File: src/rtl/adder_seq_ctrl_if.sv
// ----------------------------------------------------------------------------
// adder_seq_ctrl_if
//   Request/result bundle between a requesting master and the multi-precision
//   add sequencer.
//   master : drives start, a, b, cin; observes busy, done, sum, cout, ovf
//   slave  : the sequencer side (inverse directions)
//   N = WIDTH*SLICES is the full operand width.
// ----------------------------------------------------------------------------
interface adder_seq_ctrl_if #(
  parameter int WIDTH  = 8,
  parameter int SLICES = 4
);
  localparam int N = WIDTH * SLICES;

  logic         start;
  logic [N-1:0] a;
  logic [N-1:0] b;
  logic         cin;
  logic         busy;
  logic         done;
  logic [N-1:0] sum;
  logic         cout;
  logic         ovf;

  modport master (
    output start, a, b, cin,
    input  busy, done, sum, cout, ovf
  );

  modport slave (
    input  start, a, b, cin,
    output busy, done, sum, cout, ovf
  );
endinterface

File: src/rtl/adder_seq_ctrl.sv
// ----------------------------------------------------------------------------
// adder_seq_ctrl
//   Sequences an N-bit (N = WIDTH*SLICES) addition over one shared WIDTH-bit
//   ripple adder slice, LSB slice first, one slice per clock. The carry
//   between slices is held in a register, so there is no lookahead path.
//   Ports:
//     clk    rising-edge clock
//     rst_n  asynchronous active-low reset
//     bus    adder_seq_ctrl_if.slave
//            start/a/b/cin in  : request, captured when the block is idle/done
//            busy             : high while slices are being summed
//            done             : one-cycle pulse, sum/cout/ovf just updated
//            sum/cout/ovf     : last result, held until the next completion
// ----------------------------------------------------------------------------

// Combinational WIDTH-bit adder slice: {cout, s} = a + b + cin.
module adder_slice #(
  parameter int WIDTH = 8
) (
  input  logic [WIDTH-1:0] a,
  input  logic [WIDTH-1:0] b,
  input  logic             cin,
  output logic [WIDTH-1:0] s,
  output logic             cout
);
  logic [WIDTH:0] total_s;

  assign total_s = {1'b0, a} + {1'b0, b} + {{WIDTH{1'b0}}, cin};
  assign s       = total_s[WIDTH-1:0];
  assign cout    = total_s[WIDTH];
endmodule

module adder_seq_ctrl #(
  parameter int WIDTH  = 8,
  parameter int SLICES = 4
) (
  input  logic            clk,
  input  logic            rst_n,
  adder_seq_ctrl_if.slave bus
);
  localparam int IDX_W = (SLICES > 1) ? $clog2(SLICES) : 1;
  localparam logic [IDX_W-1:0] LAST_IDX = IDX_W'(SLICES - 1);

  typedef enum logic [1:0] {
    S_IDLE = 2'd0,
    S_RUN  = 2'd1,
    S_DONE = 2'd2
  } state_t;

  state_t state_r;
  state_t state_nxt_s;

  // Operands and partial result are kept slice-addressable.
  logic [SLICES-1:0][WIDTH-1:0] a_r;
  logic [SLICES-1:0][WIDTH-1:0] b_r;
  logic [SLICES-1:0][WIDTH-1:0] shadow_r;
  logic [SLICES-1:0][WIDTH-1:0] final_sum_s;
  logic [IDX_W-1:0]             idx_r;
  logic                         carry_r;

  logic [WIDTH-1:0] sl_sum_s;
  logic             sl_cout_s;

  logic             busy_r;
  logic             done_r;
  logic             busy_nxt_s;
  logic             done_nxt_s;
  logic [SLICES*WIDTH-1:0] sum_r;
  logic             cout_r;
  logic             ovf_r;

  logic accept_s;
  logic finish_s;

  // A request is honoured only when no add is in flight (IDLE or DONE).
  assign accept_s = bus.start && ((state_r == S_IDLE) || (state_r == S_DONE));
  assign finish_s = (state_r == S_RUN) && (idx_r == LAST_IDX);

  adder_slice #(.WIDTH(WIDTH)) u_slice (
    .a    (a_r[idx_r]),
    .b    (b_r[idx_r]),
    .cin  (carry_r),
    .s    (sl_sum_s),
    .cout (sl_cout_s)
  );

  // Full result as it will look once the current slice is written back.
  always_comb begin
    final_sum_s        = shadow_r;
    final_sum_s[idx_r] = sl_sum_s;
  end

  // FSM state register.
  always_ff @(posedge clk or negedge rst_n) begin
    if (!rst_n) begin
      state_r <= S_IDLE;
    end else begin
      state_r <= state_nxt_s;
    end
  end

  // FSM next-state logic.
  always_comb begin
    state_nxt_s = state_r;
    case (state_r)
      S_IDLE: begin
        if (bus.start) begin
          state_nxt_s = S_RUN;
        end else begin
          state_nxt_s = S_IDLE;
        end
      end
      S_RUN: begin
        if (idx_r == LAST_IDX) begin
          state_nxt_s = S_DONE;
        end else begin
          state_nxt_s = S_RUN;
        end
      end
      S_DONE: begin
        if (bus.start) begin
          state_nxt_s = S_RUN;
        end else begin
          state_nxt_s = S_IDLE;
        end
      end
      default: begin
        state_nxt_s = S_IDLE;
      end
    endcase
  end

  // FSM output decode, taken from the next state so the flops line up with it.
  always_comb begin
    busy_nxt_s = 1'b0;
    done_nxt_s = 1'b0;
    case (state_nxt_s)
      S_IDLE: begin
        busy_nxt_s = 1'b0;
        done_nxt_s = 1'b0;
      end
      S_RUN: begin
        busy_nxt_s = 1'b1;
        done_nxt_s = 1'b0;
      end
      S_DONE: begin
        busy_nxt_s = 1'b0;
        done_nxt_s = 1'b1;
      end
      default: begin
        busy_nxt_s = 1'b0;
        done_nxt_s = 1'b0;
      end
    endcase
  end

  // Operand capture, slice index, inter-slice carry and partial-sum shadow.
  always_ff @(posedge clk or negedge rst_n) begin
    if (!rst_n) begin
      a_r      <= '0;
      b_r      <= '0;
      shadow_r <= '0;
      idx_r    <= '0;
      carry_r  <= 1'b0;
    end else if (accept_s) begin
      a_r     <= bus.a;
      b_r     <= bus.b;
      carry_r <= bus.cin;
      idx_r   <= '0;
    end else if (state_r == S_RUN) begin
      shadow_r[idx_r] <= sl_sum_s;
      carry_r         <= sl_cout_s;
      if (idx_r != LAST_IDX) begin
        idx_r <= idx_r + IDX_W'(1);
      end else begin
        idx_r <= idx_r;
      end
    end else begin
      idx_r <= idx_r;
    end
  end

  // Registered handshake and result; results move only on the final slice.
  always_ff @(posedge clk or negedge rst_n) begin
    if (!rst_n) begin
      busy_r <= 1'b0;
      done_r <= 1'b0;
      sum_r  <= '0;
      cout_r <= 1'b0;
      ovf_r  <= 1'b0;
    end else begin
      busy_r <= busy_nxt_s;
      done_r <= done_nxt_s;
      if (finish_s) begin
        sum_r  <= final_sum_s;
        cout_r <= sl_cout_s;
        // Signed overflow: like-signed operands giving an opposite-signed sum.
        ovf_r  <= (a_r[SLICES-1][WIDTH-1] == b_r[SLICES-1][WIDTH-1]) &&
                  (final_sum_s[SLICES-1][WIDTH-1] != a_r[SLICES-1][WIDTH-1]);
      end else begin
        sum_r  <= sum_r;
        cout_r <= cout_r;
        ovf_r  <= ovf_r;
      end
    end
  end

  assign bus.busy = busy_r;
  assign bus.done = done_r;
  assign bus.sum  = sum_r;
  assign bus.cout = cout_r;
  assign bus.ovf  = ovf_r;
endmodule

File: src/flat_wrapper.sv
// flat-port wrapper written by rule: the top's interface ports become plain ports
module adder_seq_ctrl_flat 
#(
  parameter int WIDTH  = 8,
  parameter int SLICES = 4
)
  (clk, rst_n, bus_start, bus_a, bus_b, bus_cin, bus_busy, bus_done, bus_sum, bus_cout, bus_ovf);
  adder_seq_ctrl_if #(.WIDTH(WIDTH), .SLICES(SLICES)) bus_i ();
  input  logic clk;
  input  logic rst_n;
  input wire logic [$bits(bus_i.start)-1:0] bus_start;
  input wire logic [$bits(bus_i.a)-1:0] bus_a;
  input wire logic [$bits(bus_i.b)-1:0] bus_b;
  input wire logic [$bits(bus_i.cin)-1:0] bus_cin;
  output wire logic [$bits(bus_i.busy)-1:0] bus_busy;
  output wire logic [$bits(bus_i.done)-1:0] bus_done;
  output wire logic [$bits(bus_i.sum)-1:0] bus_sum;
  output wire logic [$bits(bus_i.cout)-1:0] bus_cout;
  output wire logic [$bits(bus_i.ovf)-1:0] bus_ovf;
  assign bus_i.start = bus_start;
  assign bus_i.a = bus_a;
  assign bus_i.b = bus_b;
  assign bus_i.cin = bus_cin;
  assign bus_busy = bus_i.busy;
  assign bus_done = bus_i.done;
  assign bus_sum = bus_i.sum;
  assign bus_cout = bus_i.cout;
  assign bus_ovf = bus_i.ovf;
  adder_seq_ctrl #(.WIDTH(WIDTH), .SLICES(SLICES)) u_core (.clk(clk), .rst_n(rst_n), .bus(bus_i));
endmodule
File: config.mk
export PLATFORM = sky130hd
export DESIGN_NAME = adder_seq_ctrl_flat
export DESIGN_NICKNAME = d
export VERILOG_FILES = /design/src/rtl/adder_seq_ctrl_if.sv /design/src/rtl/adder_seq_ctrl.sv /design/src/flat_wrapper.sv
export SDC_FILE = /design/constraint.sdc
export NUM_CORES = 1
export LEC_CHECK = 0
export ABC_AREA = 0
export ABC_CLOCK_PERIOD_IN_PS = 3200
export CAP_MARGIN = 0
export CORE_MARGIN = 5
export CORE_UTILIZATION = 45
export DETAILED_ROUTE_END_ITERATION = 8
export GPL_TIMING_DRIVEN = 0
export PLACE_DENSITY = 0.79
export SYNTH_ARGS = -nofsm -noshare
export SYNTH_HDL_FRONTEND = slang
export SYNTH_HIERARCHICAL = 1
export SYNTH_SLANG_ARGS = --single-unit
File: constraint.sdc
create_clock -name clk -period 3.2 [get_ports clk]
set_input_delay 0.64 -clock clk [delete_from_list [all_inputs] [get_ports clk]]
set_output_delay 0.64 -clock clk [all_outputs]
set_load 0.02 [all_outputs]
==> qor.json <==
{
  "routing": {
    "via_count": 3780,
    "detail_route.first_pass.iterations": 4,
    "ant_nets": 0,
    "dr.first_iter.drc_count": 163,
    "wl_per_cell_um": 18.26,
    "routed_wl_um": 13150,
    "vias_per_cell": 5.250,
    "drc": 0
  },
  "grt": {
    "grtUsageTotal": 0.1786,
    "vias_in_the_first_global_route": 4296,
    "maximum_number_of_pins_on_one_net_before_global_route_repair": 86,
    "grt_remaining_overflow": 0,
    "grt_pass1_wl_um": 22180,
    "antenna_found_initial": 0
  },
  "critical_path": {
    "rr_endpoint": "u_core/bus.sum[12]",
    "timing_worst_setup_path_type": "register to register",
    "worst_ep_arrival_time_ps": 3330,
    "worst_setup_slack_for_register_to_register_paths_ps": 150,
    "worstSetupEndpointType": "register",
    "path_max_fanout": 10,
    "reg2reg_start": "u_core/idx_r[0]",
    "setup.worst_path.start_class": "register",
    "rr_worst_depth": 11,
    "worstPathRequired_ps": 3480
  },
  "synth": {
    "yosys.cell_types.count": 42,
    "synth-seq-area-share": 0.5465,
    "synth_area_leader_cell": "sky130_fd_sc_hd__dfrtp_1",
    "netlist_area_pre_place_um2": 5907,
    "netlist.area_leader.share": 0.5465,
    "yosysWarningCount": 6,
    "post_synth.cell_area_avg_um2": 14.48,
    "yosys_register_bits": 129,
    "synthesis.instances": 408,
    "postSynthNetCount": 489,
    "dominant_cells_by_area_after_synthesis": "sky130_fd_sc_hd__dfrtp_1 (55%), sky130_fd_sc_hd__mux2_2 (18%), sky130_fd_sc_hd__mux4_2 (6.1%)"
  },
  "floorplanning": {
    "ios": 104,
    "floorplan.initialDensity": 0.4643,
    "core_region_area_um2": 12720,
    "die_h_um": 124.6,
    "fp.dieW_um": 124.6,
    "rows": 41,
    "die-area_um2": 15520
  },
  "cells_and_area": {
    "layout_commonest_cell": "sky130_fd_sc_hd__dfrtp_1",
    "finalCoreUtilization": 0.6207,
    "areaGrowthSynthToFinish_pct": 33.68,
    "fin_nets": 616,
    "final_cell_mix": "sky130_fd_sc_hd__dfrtp_1 (129), sky130_fd_sc_hd__clkdlybuf4s50_1 (102), sky130_fd_sc_hd__mux2_2 (97)",
    "antenna_cells_inserted": 0,
    "drive_gt1_frac": 0.3449,
    "final.fill_count": 1024
  },
  "sta": {
    "maxClockFrequency_mhz": 327.4,
    "fin_tns_setup_ps": 0,
    "tightest_slew_ps": 737.3,
    "layout_min_cycle_time_ps": 3054,
    "final-setup-viol-count": 0,
    "final_hold_viol_count": 0,
    "max_slew_margin": 0.5050,
    "timing.final.crit_share": 0.9544,
    "final_max_slew_viol_count": 0,
    "worst_clock_skew_ps": 7.851,
    "setup_slack_ps": 146.0,
    "min_hold_slack_ps": 148.1,
    "unrepaired_setup_endpoints_after_global_routing": "false"
  },
  "cts": {
    "clock_latency_at_the_later_pin_of_the_worst_skew_pair_ps": 420,
    "clockRootBuffer": "sky130_fd_sc_hd__clkbuf_16",
    "clock_tree.htree_level_count": 4,
    "clock_tree_from_tritoncts": "yes",
    "tritoncts_num_sinks": 129,
    "numCtsBuffers": 17,
    "clkSlewWorstSetupHoldPaths_ps": 60,
    "clock_tree.buffer_depth": 2,
    "number_of_hold_buffers_added_after_cts": 0
  },
  "outcome": {
    "status": "finished, final reports clean"
  },
  "min_path": {
    "timing.hold.worst.class": "input port to async pin"
  },
  "job": {
    "maxCapViolations": 0
  },
  "placed_design": {
    "dp_slack_ps": -389.0,
    "buffer_ports.inserted": 103,
    "gp_routability_congestion": 0.8089,
    "detailed_place_hpwl_um": 9563
  }
}
[repair_timing]
item | 4_1_cts | 5_1_grt
gates resized for setup | 12 | 5
setup buffers | 2 | 2
gates cloned | 0 | 0
pin swaps | 1 | 0
setup endpoints to repair | 25 | 13
[sequential cells by signal (all words and copies together), names as in the netlist]
register         flops
u_core/bus.done      1
u_core/state_r       2
u_core/shadow_r     24
u_core/bus.ovf       1
u_core/b_r          32
u_core/bus.sum      32
u_core/carry_r       1
u_core/bus.busy      1
u_core/a_r          32
u_core/bus.cout      1
u_core/idx_r         2
[synth_stat cells (all sizes together)]
| cell | instances |
|---|---|
| nor4 | 1 |
| nor3 | 1 |
| clkbuf | 4 |
| a21oi | 7 |
| buf | 19 |
| a311o | 2 |
| and2b | 1 |
| o221a | 1 |
| or3b | 1 |
| nand4 | 1 |
| nand3b | 2 |
| mux2i | 26 |
| mux2 | 98 |
| nand3 | 2 |
| fa | 2 |
| a211oi | 1 |
| a22o | 1 |
| mux4 | 16 |
| nand2 | 30 |
| o21ai | 26 |
| o211ai | 1 |
| xnor2 | 2 |
| inv | 7 |
| nor2b | 3 |
| nand2b | 3 |
| o21a | 1 |
| o21bai | 1 |
| a21o | 2 |
| nor2 | 3 |
| and3b | 1 |
| ha | 11 |
| dfrtp | 129 |
| xor2 | 2 |
[worst max-delay path, stage by stage, from the launching register on]
cell                       delay, ps
sky130_fd_sc_hd__dfrtp_1         390
sky130_fd_sc_hd__buf_12          120
sky130_fd_sc_hd__buf_12          140
sky130_fd_sc_hd__mux4_2          550
sky130_fd_sc_hd__fa_2            400
sky130_fd_sc_hd__fa_2            390
sky130_fd_sc_hd__a21oi_2         180
sky130_fd_sc_hd__o21bai_1        120
sky130_fd_sc_hd__xor2_2          180
sky130_fd_sc_hd__buf_4           170
sky130_fd_sc_hd__mux2i_1         160
sky130_fd_sc_hd__o21ai_0         100
[cell type report]
type	count	area [um^2]	area share
multi-input combinational	249	2496	0.3161
timing repair buffer	108	1102	0.1396
tap	172	215.2	0.02725
sequential	129	3228	0.4088
buffer	23	226.5	0.02868
clock buffer	18	439.2	0.05562
clock inverter	14	162.7	0.02060
inverter	7	26.28	0.003328
[worst max path at each step]
| stage | from | to | slack [ps] | cells past startpoint |
|---|---|---|---|---|
| global route | u_core/idx_r[1] | u_core/bus.sum[12] | 20 | 11 |
| detailed placement | u_core/idx_r[0] | u_core/bus.sum[12] | -390 | 10 |
| CTS | u_core/idx_r[0] | u_core/bus.sum[12] | 30 | 11 |
| finish | u_core/idx_r[0] | u_core/bus.sum[12] | 150 | 11 |
| floorplan | u_core/idx_r[0] | u_core/bus.sum[12] | 260 | 10 |
| global placement | rst_n | u_core/b_r[19] | -3190 | 1 |
[kinds of logic (layout without fill, tap and decap cells)]
family                   after synthesis  count (layout)  share of synthesized area
flip-flops                           129             129                     0.5465
AND/OR/NAND/NOR                       49              49                    0.04364
AO/OA/AOI/OAI                         43              43                    0.04321
buffers and inverters                 30             170                    0.03876
multiplexers                         140             140                     0.2919
adder cells (fa/ha/maj)               13              13                    0.03008
XOR/XNOR                               4               4                   0.005932
[per-layer routing]
layer	GRT usage	share of wire
met3	0.04760	0.048
met4	0.06319	0.014
met5	0	0
met2	0.3025	0.51
met1	0.2205	0.42
[stage by stage]
stage	cells	area [um^2]
after floorplan	408	5907
after global placement	683	7153
after detailed placement	684	7182
after CTS	718	7851
after global routing	720	7896
final	720	7896
Power is not shown: default switching activity piles up to over one toggle a cycle in this logic, so the estimate is an artifact.
